## config.mk

```make
export PLATFORM = sky130hd
export DESIGN_NAME = pipe_fifo_buf
export DESIGN_NICKNAME = d
export VERILOG_FILES = /design/src/rtl/pipe_fifo_buf.sv
export SDC_FILE = /design/constraint.sdc
export NUM_CORES = 1
export LEC_CHECK = 0
export CAP_MARGIN = 20
export CORE_AREA = 5 5 115 117
export CTS_CLUSTER_DIAMETER = 80
export DETAILED_ROUTE_END_ITERATION = 16
export DIE_AREA = 0 0 120 122
export GPL_TIMING_DRIVEN = 0
export PLACE_DENSITY_LB_ADDON = 0.15
export SKIP_CTS_REPAIR_TIMING = 1
export SLEW_MARGIN = 25
export SYNTH_ARGS = -nofsm -noshare
export SYNTH_HDL_FRONTEND = slang
export SYNTH_SLANG_ARGS = --single-unit
export TNS_END_PERCENT = 5
```

## constraint.sdc

```tcl
create_clock -name clk -period 15.1 [get_ports clk]
set_clock_uncertainty 0.2 [all_clocks]
set_input_delay 3.02 -clock clk [delete_from_list [all_inputs] [get_ports clk]]
set_output_delay 3.02 -clock clk [all_outputs]
set_load 0.005 [all_outputs]
```

## src/rtl/pipe_fifo_buf.sv

```systemverilog
// pipe_fifo_buf: inter-stage pipeline buffer with a valid/ready handshake.
//
// First-word-fall-through FIFO of DEPTH entries. It replaces a fixed,
// always-enabled stage register, so adjacent stages back-pressure each other
// through the handshake. Whenever the buffer is empty, o_data carries BUBBLE
// (a NOP encoding), so downstream logic never acts on stale contents.
//
// Ports:
//   clk      in   rising-edge clock
//   rst      in   asynchronous active-high reset
//   i_valid  in   upstream offers i_data
//   i_ready  out  registered; high while occupancy < DEPTH
//   i_data   in   upstream payload
//   o_valid  out  registered; high while occupancy != 0
//   o_ready  in   downstream consumes the head this cycle
//   o_data   out  head entry when o_valid, else BUBBLE
//   flush    in   synchronous discard of all contents; beats push and pop
//   count    out  current occupancy
module pipe_fifo_buf #(
  parameter int unsigned        DATA_W = 64,
  parameter int unsigned        DEPTH  = 2,
  parameter logic [DATA_W-1:0]  BUBBLE = '0,
  localparam int unsigned       CW     = $clog2(DEPTH + 1)
) (
  input  logic              clk,
  input  logic              rst,
  input  logic              i_valid,
  output logic              i_ready,
  input  logic [DATA_W-1:0] i_data,
  output logic              o_valid,
  input  logic              o_ready,
  output logic [DATA_W-1:0] o_data,
  input  logic              flush,
  output logic [CW-1:0]     count
);

  localparam int unsigned     PW      = (DEPTH > 1) ? $clog2(DEPTH) : 1;
  localparam logic [PW-1:0]   LastIdx = PW'(DEPTH - 1);
  localparam logic [CW-1:0]   DepthC  = CW'(DEPTH);

  logic [DATA_W-1:0] mem [DEPTH];
  logic [PW-1:0]     rp;
  logic [PW-1:0]     wp;
  logic [CW-1:0]     countNext;
  logic              push;
  logic              pop;

  // Both handshakes use only registered flags, so neither i_ready nor
  // o_valid has a combinational path from the opposite side.
  assign push = i_valid & i_ready & ~flush;
  assign pop  = o_valid & o_ready & ~flush;

  always_comb begin
    countNext = count;
    if (flush) begin
      countNext = '0;
    end else if (push && !pop) begin
      countNext = count + 1'b1;
    end else if (pop && !push) begin
      countNext = count - 1'b1;
    end
  end

  always_ff @(posedge clk or posedge rst) begin
    if (rst) begin
      count   <= '0;
      rp      <= '0;
      wp      <= '0;
      i_ready <= 1'b1;
      o_valid <= 1'b0;
    end else begin
      count   <= countNext;
      // Flags come from next-state occupancy, so a pop at full only
      // reopens i_ready on the following cycle.
      i_ready <= (countNext < DepthC);
      o_valid <= (countNext != '0);
      if (flush) begin
        rp <= '0;
        wp <= '0;
      end else begin
        // Explicit wrap: DEPTH need not be a power of two.
        if (push) begin
          wp <= (wp == LastIdx) ? '0 : wp + 1'b1;
        end
        if (pop) begin
          rp <= (rp == LastIdx) ? '0 : rp + 1'b1;
        end
      end
    end
  end

  // Storage is deliberately not reset or cleared on flush; o_valid gates it.
  always_ff @(posedge clk) begin
    if (push) begin
      mem[wp] <= i_data;
    end
  end

  assign o_data = o_valid ? mem[rp] : BUBBLE;

endmodule
```

After elaboration in Yosys (flattened, before gate mapping)
Memory sizes are Yosys's and may differ from the RTL's.
Index checks and enable logic that the tools add are counted.
{ "totals": {"in_bits": 69, "memories": 1, "ramBits": 128, "regBits": 6} }
{ "op_classes": {"bitwise": 5, "reduce_logical": 7, "mux": 12, "magnitude_cmp": 1, "add_sub_neg": 4} }
{ "mem_list": {"columns": ["memory", "words", "width", "rd", "rd_ports_with_merged_regs", "wr", "line", "rtl"], "rows": [
  ["mem", 2, 64, 1, 0, 1, "41", "logic [DATA_W-1:0] mem [DEPTH];"]
]} }
{ "op_table": {"columns": ["cell", "n"], "rows": [
  ["$mux 64", 1],
  ["$mux 1", 8],
  ["$mux 2", 3],
  ["$reduce_bool 2->1", 3],
  ["$and 1x1->1", 4],
  ["$add 1x1->1 const B", 2],
  ["$add 2x1->2 const B", 1],
  ["$logic_and 1x1->1", 2],
  ["$logic_not 1->1", 2],
  ["$lt 2x2->1 const B", 1],
  ["$sub 2x1->2 const B", 1],
  ["$not 1->1", 1]
]} }

Longest topological paths before layout
Gate-level depths: netlist of the first run.
{ "logic_depth": {"word_depth": 8, "depth_mapped": 4, "mapped_depth_nobuf": 3} }

Worst setup path before layout of the first run
OpenSTA, ideal clock, no wires.
{ "synth_timing": {"kind": "input -> register", "startpoint": "input port flush", "endpoint": "memory mem[0][0], enable pin", "t_arrival_ns": 7.555, "setup_slack_ns": 6.780, "t_required_ns": 14.335, "stages": 2, "setup_time_ns": 0.565, "path_cell_list": "buf_2 -> nor3_1"} }
{ "synth_via": {"elab_chain_cells": 4} }
{ "synth_rtl": {"columns": ["element", "line", "rtl"], "rows": [
  ["start: declaration", "33", "input logic flush,"],
  ["$not 1->1", "50", "assign push = i_valid & i_ready & ~flush;"],
  ["$and 1x1->1", "50", null],
  ["$mux 1", "94", "if (push) begin"],
  ["$mux 1 (implied by the code)", "95", "mem[wp] <= i_data;"],
  ["end: declaration", "41", null]
]} }
No other way between the ends.

Worst setup path after layout of the first run
{ "layout_timing": {"startpoint": "register o_valid", "endpoint": "output port o_data[15]"} }
{ "layout_via": {"elab_chain_cells": 1} }
{ "layout_rtl": {"columns": ["element", "line", "rtl"], "rows": [
  ["start: declaration", "30", "output logic o_valid,"],
  ["start signal: assignment", "76", "o_valid <= (countNext != '0);"],
  ["$mux 64", "99", "assign o_data = o_valid ? mem[rp] : BUBBLE;"],
  ["end: declaration", "32", "output logic [DATA_W-1:0] o_data,"]
]} }
No other way between the ends.

==> summary.txt, run 1 <==
Route
  – Routed Antenna Nets: 0
  – Initial drt markers: 158
  – Drt wl/cell: 16.4 µm
  – Via/cell ratio: 4.80
  – Residual DRC count: 0
  – Via Count: 3,041
  – Drt pass-1 iters: 4
  – Final WL: 10,400 µm

Clocking
  – CTS Buf Count: 17
  – CTS sink cnt: 134
  – Clock-pin slew on the worst setup and hold paths: 60 ps
  – CTS tree: built
  – Root Buffer: clkbuf_16
  – Longest Clk Path Bufs: 2
  – H-tree Lvls: 4
  – Worst-Skew Late Latency: 400 ps

Critical path
  – R2R depth: 8
  – Critical path's slowest cell: clkdlybuf4s50_1
  – Reg-to-Reg End: mem[0][13]
  – Startpoint types: flip-flop
  – R2R Setup Slk: 12,410 ps
  – CP endpoint: o_data[15]
  – Crit-path max cell delay: 530 ps
  – Critical Path Start: o_valid
  – CP Cell Sequence: buf_2, clkbuf_1, nor2b_1, clkdlybuf4s50_1
  – Crit Path Class: flip-flop to primary output
  – Worst EP required: 11,880 ps
  – FF-to-FF Start: i_ready
  – CP max FO: 10
  – WP data arrival: 2270 ps
  – Crit end category: primary output

Worst hold path
  – Hold Startpoint: wp
  – Hold WC Path Type: flip-flop to flip-flop

Synth
  – Post-synthesis sequential area ratio: 75.0%
  – Commonest cells post-synth: 128 x edfxtp_1, 66 x mux2i_1, 64 x nor2b_1, 6 x buf_4, 6 x nor2_1
  – Multiplexer share of the synthesized area: 12.6%
  – XOR/XNOR share of the synthesized area: 0.329%
  – Dominant synthesized flop cell: edfxtp_1
  – Post-synthesis compound-gate area fraction: 0.705%
  – Syn Nets: 375
  – Ys async rst share: 4.48%
  – Synth cell types: 26
  – Cell area after synthesis: 0.00533 mm²
  – Synth Area in Adders: 0%
  – Synth Instances: 306
  – Syn avg cell area: 17.4 µm²
  – Synth top area share: 72.1%
  – Flops & latches, synth: 134
  – Count leader, synth: edfxtp_1
  – Main combinational cell family by area after synthesis: multiplexers
  – Number of synthesized flops with an enable pin: 128
  – Largest area contributor in the netlist: edfxtp_1
  – Post-Synth Simple-Gate Area: 9.72%
  – YS warnings: 0
  – Largest cells by area after synthesis: edfxtp_1 72%, mux2i_1 12%, nor2b_1 7.5%

Power and ir drop
  – Worst vdd ir: 0.0000688 V
  – PwrDens: 143 mW/mm²
  – P_leak: 0.00260 µW

Final layout
  – Syn-to-layout area delta: 43.3%
  – Final Cell Area: 0.00763 mm²
  – Non-Filler Instances: 633
  – Layout Nets: 539
  – ANT cells: 0
  – Layout cells sized above 1: 12.2%

Run
  – Max cap viols: 0

Place
  – Placed insts: 601
  – IO Port Bufs: 135
  – Placed cell areas: 0.00698 mm²
  – DP HPWL: 7300 µm
  – Routability-driven placement congestion ratio: 0.768

GRT
  – Initial antenna violation count: 0
  – Vias in the first global route: 3,311
  – Global-route wire length before repair: 16,300 µm
  – Grt ovf: 0
  – Gr usage total: 14.7%
  – Largest net degree at the start of global routing: 41

Floorplan
  – Rows: 41
  – Die area: 0.0146 mm²
  – Ports: 137
  – Die W: 120 µm
  – Starting Density: 43.5%
  – DIE HEIGHT: 122 µm
  – Core area: 0.0123 mm²

STA
  – Max Slew Vio Count: 0
  – Slew @ Worst Pin: 568 ps
  – Max frequency: 0.182 GHz
  – Endpoints failing setup: 0
  – RSZ-0062 raised after global routing: no
  – Min cycle time layout: 5490 ps
  – Max-slew headroom: 61.9%
  – Fin crit share: 36.3%
  – Final Hold Fails: 0
  – Setup TNS: 0 ps

Outcome
  – Outcome: finished, final reports clean
-- power breakdown --
group          total [µW]  internal, µW  leakage, µW  switching (µW)
Sequential            447           438      0.00125            9.31
Combinational         200           118      0.00103            82.5
Clock                 445           294     0.000319             151
Total                1090           850      0.00260             243
-- metal layers --
layer / track usage, % / wire, µm / part of all wire (%) / vias to the layer above
met5: 0 / 0 / 0 / -
met4: 6.94 / 118 / 1.1 / 0
met3: 4.55 / 593 / 5.7 / 9
met2: 24.7 / 5400 / 52 / 90
met1: 17.3 / 4270 / 41 / 1472
li1: - / - / - / 1470
-- critical path: cells and delay by family, from the launching register on --
kind	cells	cell delay, ps
buf+inv	3	1160
simple gates	1	230
flops	1	470
-- worst min path at each step --
stage / depth (start not counted) / endpoint
5_1_grt: 2 / wp
4_1_cts: 2 / wp
2_1_floorplan: 2 / wp
3_5_place_dp: 2 / wp
3_3_place_gp: 2 / wp
6_report: 2 / wp
-- cells by family after synthesis --
logic type,count (synthesis)
AO/OA/AOI/OAI,4
flip-flops,134
XOR/XNOR,2
multiplexers,67
buffers and inverters,16
AND/OR/NAND/NOR,83
-- area by class of cell --
type | instances | area (µm²)
fill | 910 | 4630
sequential | 134 | 4000
timing repair buffer | 145 | 1460
multi-input combinational | 156 | 1250
clock buffer | 17 | 425
clock inverter | 15 | 229
tap | 150 | 188
buffer | 15 | 83.8
inverter | 1 | 3.75
-- registers in the layout, summed over array words and instances (netlist names) --
register,flops
mem,128
rp,1
o_valid,1
wp,1
i_ready,1
count,2
-- per-stage QoR --
stage               setup slack [ps]  hold slack [ps]  total power [µW]  utilization (%)
floorplan                       6780              319               549                -
global placement                3510              340               655             56.0
detailed placement              9360              398               659             56.9
CTS                             9540              417              1110             62.3
global route                    9430              434              1140             62.3
finish                          9610              413              1090             62.3
-- cell usage in the layout, fill, tap and decap left out, types with 2 or more instances in the layout --
cell               n
clkbuf_1           5
buf_2              4
buf_6              5
clkinv_4           7
nor2b_1           64
a21oi_1            2
xor2_1             2
clkbuf_16         17
nor2_1             6
mux2i_1           66
bufinv_16          5
buf_4             10
edfxtp_1         128
clkdlybuf4s50_1  135
nand2_1            2
dfrtp_1            5
No activity file was read; power rests on OpenSTA's default activity.
==> run 2, diff against run 1 <==
--- a/config.mk
+++ b/config.mk
@@ -6,10 +6,10 @@
 export NUM_CORES = 1
 export LEC_CHECK = 0
 export CAP_MARGIN = 20
-export CORE_AREA = 5 5 115 117
+export CORE_AREA = 5 5 117 119
 export CTS_CLUSTER_DIAMETER = 80
 export DETAILED_ROUTE_END_ITERATION = 16
-export DIE_AREA = 0 0 120 122
+export DIE_AREA = 0 0 122 124
 export GPL_TIMING_DRIVEN = 0
 export PLACE_DENSITY_LB_ADDON = 0.15
 export SKIP_CTS_REPAIR_TIMING = 1
==> constraint.sdc (replaced) <==
create_clock -name clk -period 5 [get_ports clk]
set_clock_uncertainty 0.2 [all_clocks]
set_input_delay 1 -clock clk [delete_from_list [all_inputs] [get_ports clk]]
set_output_delay 1 -clock clk [all_outputs]
set_load 0.005 [all_outputs]
==> run 2 against run 1 <==
Die area is 3.3% higher. Combinational power rose to 3.0 times the previous value. Worst setup slack worse by 8100 ps. Total power grew to 3.0 times the previous value. Global-route usage down 0.44 points. Register-to-register slack got worse by 9600 ps. Critical path type unchanged.
==> summary.txt, run 2 (synthesized netlist as in run 1, its figures left out) <==
Outcome
  – Outcome: finished, final reports clean

Floorplan
  – Starting Density: 42.7%
  – DIE HEIGHT: 124 µm
  – Die area: 0.0151 mm²
  – Rows: 41
  – Ports: 137
  – Core area: 0.0125 mm²
  – Die W: 122 µm

Place
  – Placed cell areas: 0.00700 mm²
  – IO Port Bufs: 135
  – DP HPWL: 7160 µm
  – Routability-driven placement congestion ratio: 0.782

STA
  – Slew @ Worst Pin: 491 ps
  – Hold slack: 441 ps
  – Fin crit share: 69.0%
  – Setup TNS: 0 ps
  – Max-slew headroom: 67.2%
  – Endpoints failing setup: 0
  – Min cycle time layout: 3450 ps
  – Final Hold Fails: 0
  – RSZ-0062 raised after global routing: no
  – Max frequency: 0.290 GHz
  – Max Slew Vio Count: 0

Final layout
  – Syn-to-layout area delta: 42.9%
  – Fillcell total: 959
  – Regs by FF count: mem (128), count (2)
  – Commonest non-fill, non-tap cell in the layout: clkdlybuf4s50_1
  – Final Cell Area: 0.00761 mm²
  – Area of the multi-input gates: 0.00126 mm²
  – Max FFs per register: 128
  – ANT cells: 0
  – Most frequent cells in the layout: 135 x clkdlybuf4s50_1, 128 x edfxtp_1, 66 x mux2i_1
  – Layout cells sized above 1: 11.5%
  – Layout Nets: 536
  – Reg area: 0.00400 mm²
  – Most flop-heavy register: mem
  – Fin util: 61.1%

Run
  – Max cap viols: 0

Route
  – Residual DRC count: 0
  – Via Count: 3,025
  – Routed Antenna Nets: 0
  – Via/cell ratio: 4.64
  – Initial drt markers: 102
  – Drt wl/cell: 16.1 µm
  – Drt pass-1 iters: 4
  – Final WL: 10,500 µm

Power and ir drop
  – Comb pwr share: 18.7%
  – Worst vdd ir: 0.000199 V
  – PwrDens: 423 mW/mm²
  – Clock power frac: 39.4%
  – P_leak: 0.00255 µW
  – Sw power: 721 µW
  – Sw frac: 22.4%
  – Sequential power share: 41.9%
  – Pint: 2500 µW

Clocking
  – CTS Buf Count: 17
  – CTS sink cnt: 134
  – Worst-Skew Late Latency: 400 ps
  – Longest Clk Path Bufs: 2
  – H-tree Lvls: 4
  – Clock-pin slew on the worst setup and hold paths: 50 ps
  – Root Buffer: clkbuf_16
  – CTS tree: built

GRT
  – Vias in the first global route: 3,266
  – Largest net degree at the start of global routing: 40
  – Gr usage total: 14.2%
  – Grt ovf: 0
  – Global-route wire length before repair: 16,200 µm
  – Initial antenna violation count: 0

Critical path
  – CP max FO: 10
  – WP data arrival: 2250 ps
  – FF-to-FF Start: i_ready
  – R2R Setup Slk: 2770 ps
  – Startpoint types: flip-flop
  – R2R depth: 5
  – Crit end category: primary output
  – Reg-to-Reg End: mem[0][3]
  – Crit Path Class: flip-flop to primary output
  – Worst EP required: 3800 ps

Worst hold path
  – Hold Path Depth: 2
  – Hold Startpoint: wp
  – Hold Path Sink: wp
  – Hold WC Path Type: flip-flop to flip-flop
run 2: layer usage:
| metal | share of wire (%) | GRT usage, % |
|---|---|---|
| met5 | 0 | 0 |
| met4 | 1.8 | 6.30 |
| met3 | 7.6 | 5.40 |
| met2 | 48 | 23.3 |
| met1 | 42 | 16.8 |
run 2: worst max-delay path, stage by stage, from the launching register on:
cell and delay [ps]:
dfrtp_1 460, buf_2 300, clkbuf_1 340, nor2b_1 220, clkdlybuf4s50_1 520
run 2: worst max path at each step:
stage                     startpoint          to  slack (ps)  depth (start not counted)
after global placement       i_valid   mem[0][2]       -1420                          3
after CTS                    o_valid  o_data[13]        1470                          4
after floorplan                flush   mem[0][0]         650                          2
after detailed placement     i_valid  mem[0][49]        1750                          6
after global routing         o_valid  o_data[13]        1400                          4
final                        o_valid  o_data[31]        1550                          4
run 2: through the flow:
| step | total power (µW) | setup slack, ps | std cells |
|---|---|---|---|
| after global placement | 1970 | -1420 | 613 |
| after detailed placement | 1990 | 1750 | 620 |
| final | 3220 | 1550 | 652 |
| after floorplan | 1650 | 652 | 306 |
| after global routing | 3360 | 1400 | 652 |
| after CTS | 3270 | 1470 | 652 |
run 2: power groups by stage:
stage	clock network, µW	logic [µW]	registers, µW
detailed placement	0	615	1370
floorplan	0	280	1370
finish	1270	604	1350
global route	1340	656	1360
global placement	0	593	1380
CTS	1300	619	1350
run 2: final cells by class:
cell class              count  area share, %
clock buffers              17           5.59
clock inverters            15           2.45
inverters                   1         0.0493
flip-flops and latches    134           52.5
well taps                 172           2.83
plain buffers              15           1.10
multi-input cells         156           16.5
repair buffers            142           19.0
==> run 3, diff against run 2 <==
==> constraint.sdc (replaced) <==
create_clock -name clk -period 2.8 [get_ports clk]
set_clock_uncertainty 0.2 [all_clocks]
set_input_delay 0.56 -clock clk [delete_from_list [all_inputs] [get_ports clk]]
set_output_delay 0.56 -clock clk [all_outputs]
set_load 0.005 [all_outputs]
==> run 3 against run 2 <==
Register-to-register slack got worse by 2200 ps. Total power rose by 69%. Count of clock-buffer cells in the layout rose by 5. Global-route usage rose by 0.48 points. Utilization fell by 0.37 points. Sequential cell count did not move. Non-clock buffer count fell by 1. Final cell count fell by 0.61%. Design area fell by 0.61%. Routed wire length rose by 0.15%. Die area did not move. Sequential power rose by 79%. Highest routed layer unchanged.
==> summary.txt, run 3 (synthesized netlist as in run 1, its figures left out) <==
Outcome
  – Outcome: finished, final reports clean

STA
  – Final Hold Fails: 0
  – Max Slew Vio Count: 0
  – Endpoints failing setup: 0
  – Fin crit share: 96.8%
  – Max frequency: 0.369 GHz
  – Final worst slack: 88.4 ps
  – Slew @ Worst Pin: 494 ps
  – Min cycle time layout: 2710 ps
  – Max-slew headroom: 67.0%

Floorplan
  – DIE HEIGHT: 124 µm
  – Starting Density: 42.7%
  – Die area: 0.0151 mm²
  – Rows: 41
  – Ports: 137
  – Core area: 0.0125 mm²
  – Die W: 122 µm

Power and ir drop
  – Worst vdd ir: 0.000397 V
  – PwrDens: 719 mW/mm²
  – Total Power: 5440 µW
  – P_leak: 0.00255 µW

Place
  – Pre-CTS setup slack: -0.730 ps
  – IO Port Bufs: 135
  – Placed insts: 619
  – DP HPWL: 7260 µm
  – Routability-driven placement congestion ratio: 0.753

Final layout
  – Regs by FF count: mem (128), count (2)
  – Layout cells sized above 1: 10.7%
  – Most frequent cells in the layout: 134 x clkdlybuf4s50_1, 128 x edfxtp_1, 66 x mux2i_1
  – Max FFs per register: 128
  – Non-Filler Instances: 648
  – Fin util: 60.7%
  – Syn-to-layout area delta: 42.0%
  – ANT cells: 0
  – Commonest non-fill, non-tap cell in the layout: clkdlybuf4s50_1
  – Most flop-heavy register: mem
  – Layout Nets: 535

Critical path
  – FF-to-FF Start: i_ready
  – Crit end category: primary output
  – Crit Path Class: flip-flop to primary output
  – CP max FO: 10
  – Startpoint types: flip-flop
  – Reg-to-Reg End: mem[1][10]
  – Worst EP required: 2040 ps
  – R2R Setup Slk: 580 ps
  – WP data arrival: 1950 ps
  – R2R depth: 4

Worst hold path
  – Hold Startpoint: flush
  – Hold Path Sink: rp
  – Hold WC Path Type: input port to flip-flop
  – Hold Path Depth: 2

GRT
  – Largest net degree at the start of global routing: 34
  – Gr usage total: 14.7%
  – Grt ovf: 0
  – Initial antenna violation count: 0
  – Vias in the first global route: 3,302
  – Global-route wire length before repair: 16,600 µm

Route
  – Via/cell ratio: 4.68
  – Routed Antenna Nets: 0
  – Residual DRC count: 0
  – Drt pass-1 iters: 4
  – Drt wl/cell: 16.2 µm
  – Initial drt markers: 161
  – Via Count: 3,033
  – Final WL: 10,500 µm

Clocking
  – CTS sink cnt: 134
  – Clock-pin slew on the worst setup and hold paths: 50 ps
  – Worst-Skew Late Latency: 400 ps
  – CTS tree: built
  – CTS Buf Count: 17
  – Longest Clk Path Bufs: 2
  – H-tree Lvls: 4
  – Root Buffer: clkbuf_16

Run
  – Max cap viols: 0
run 3: cell types whose count changed in the layout (fill, tap and decap cells not counted), sizes merged:
cell	previous run	this run
clkinvlp	4	1
clkbuf	22	28
dlymetal6s2s	0	1
clkinv	7	5
clkdlybuf4s50	135	134
buf	17	15
bufinv	4	1
run 3: worst max-delay path by stage:
| stage | startpoint | end | slack, ps | cells after the start |
|---|---|---|---|---|
| 2_1_floorplan | flush | mem[0][0] | -60 | 2 |
| 3_3_place_gp | i_valid | mem[0][0] | -1570 | 3 |
| 3_5_place_dp | i_valid | mem[1][11] | -0.7 | 5 |
| 4_1_cts | o_valid | o_data[27] | -300 | 4 |
| 5_1_grt | o_valid | o_data[0] | -0.8 | 4 |
| 6_report | rp | o_data[27] | 90 | 5 |
run 3: per-stage QoR:
stage               cell area [µm²]  setup TNS, ps  hold WS (ps)
finish                         7560              0           145
global route                   7560         -0.793           132
CTS                            7510         -12500           125
detailed placement             7010          -4.28           450
global placement               6920        -138110           391
floorplan                      5350          -4150           150
run 3: worst max-delay path, cell delays in order (launching register included):
cell and delay (ps):
dfrtp_1 400, buf_8 170, buf_6 160, mux2i_1 120, nor2b_1 160, clkdlybuf4s50_1 530
run 3: power by group:
| group | internal [µW] | total (µW) | switching (µW) | leakage (µW) |
|---|---|---|---|---|
| Combinational | 660 | 1110 | 446 | 0.00106 |
| Clock | 1190 | 1920 | 728 | 0.000242 |
| Sequential | 2360 | 2420 | 53.2 | 0.00125 |
run 3: final cells by class:
| class | count | area, µm² |
|---|---|---|
| fill | 961 | 4900 |
| sequential | 134 | 4000 |
| timing repair buffer | 141 | 1440 |
| multi-input combinational | 156 | 1260 |
| clock buffer | 22 | 444 |
| tap | 172 | 215 |
| buffer | 15 | 146 |
| clock inverter | 7 | 58.8 |
| inverter | 1 | 3.75 |
run 3: per-layer routing:
metal  wire [µm]  vias to the layer above  global-route usage [%]  share of wire (%)
li1            -                     1459                       -                  -
met1        4260                     1451                    16.6                 40
met2        5220                      107                    23.9                 50
met3         844                       16                    6.77                8.0
met4         201                        0                    6.79                1.9
met5           0                        -                       0                  0
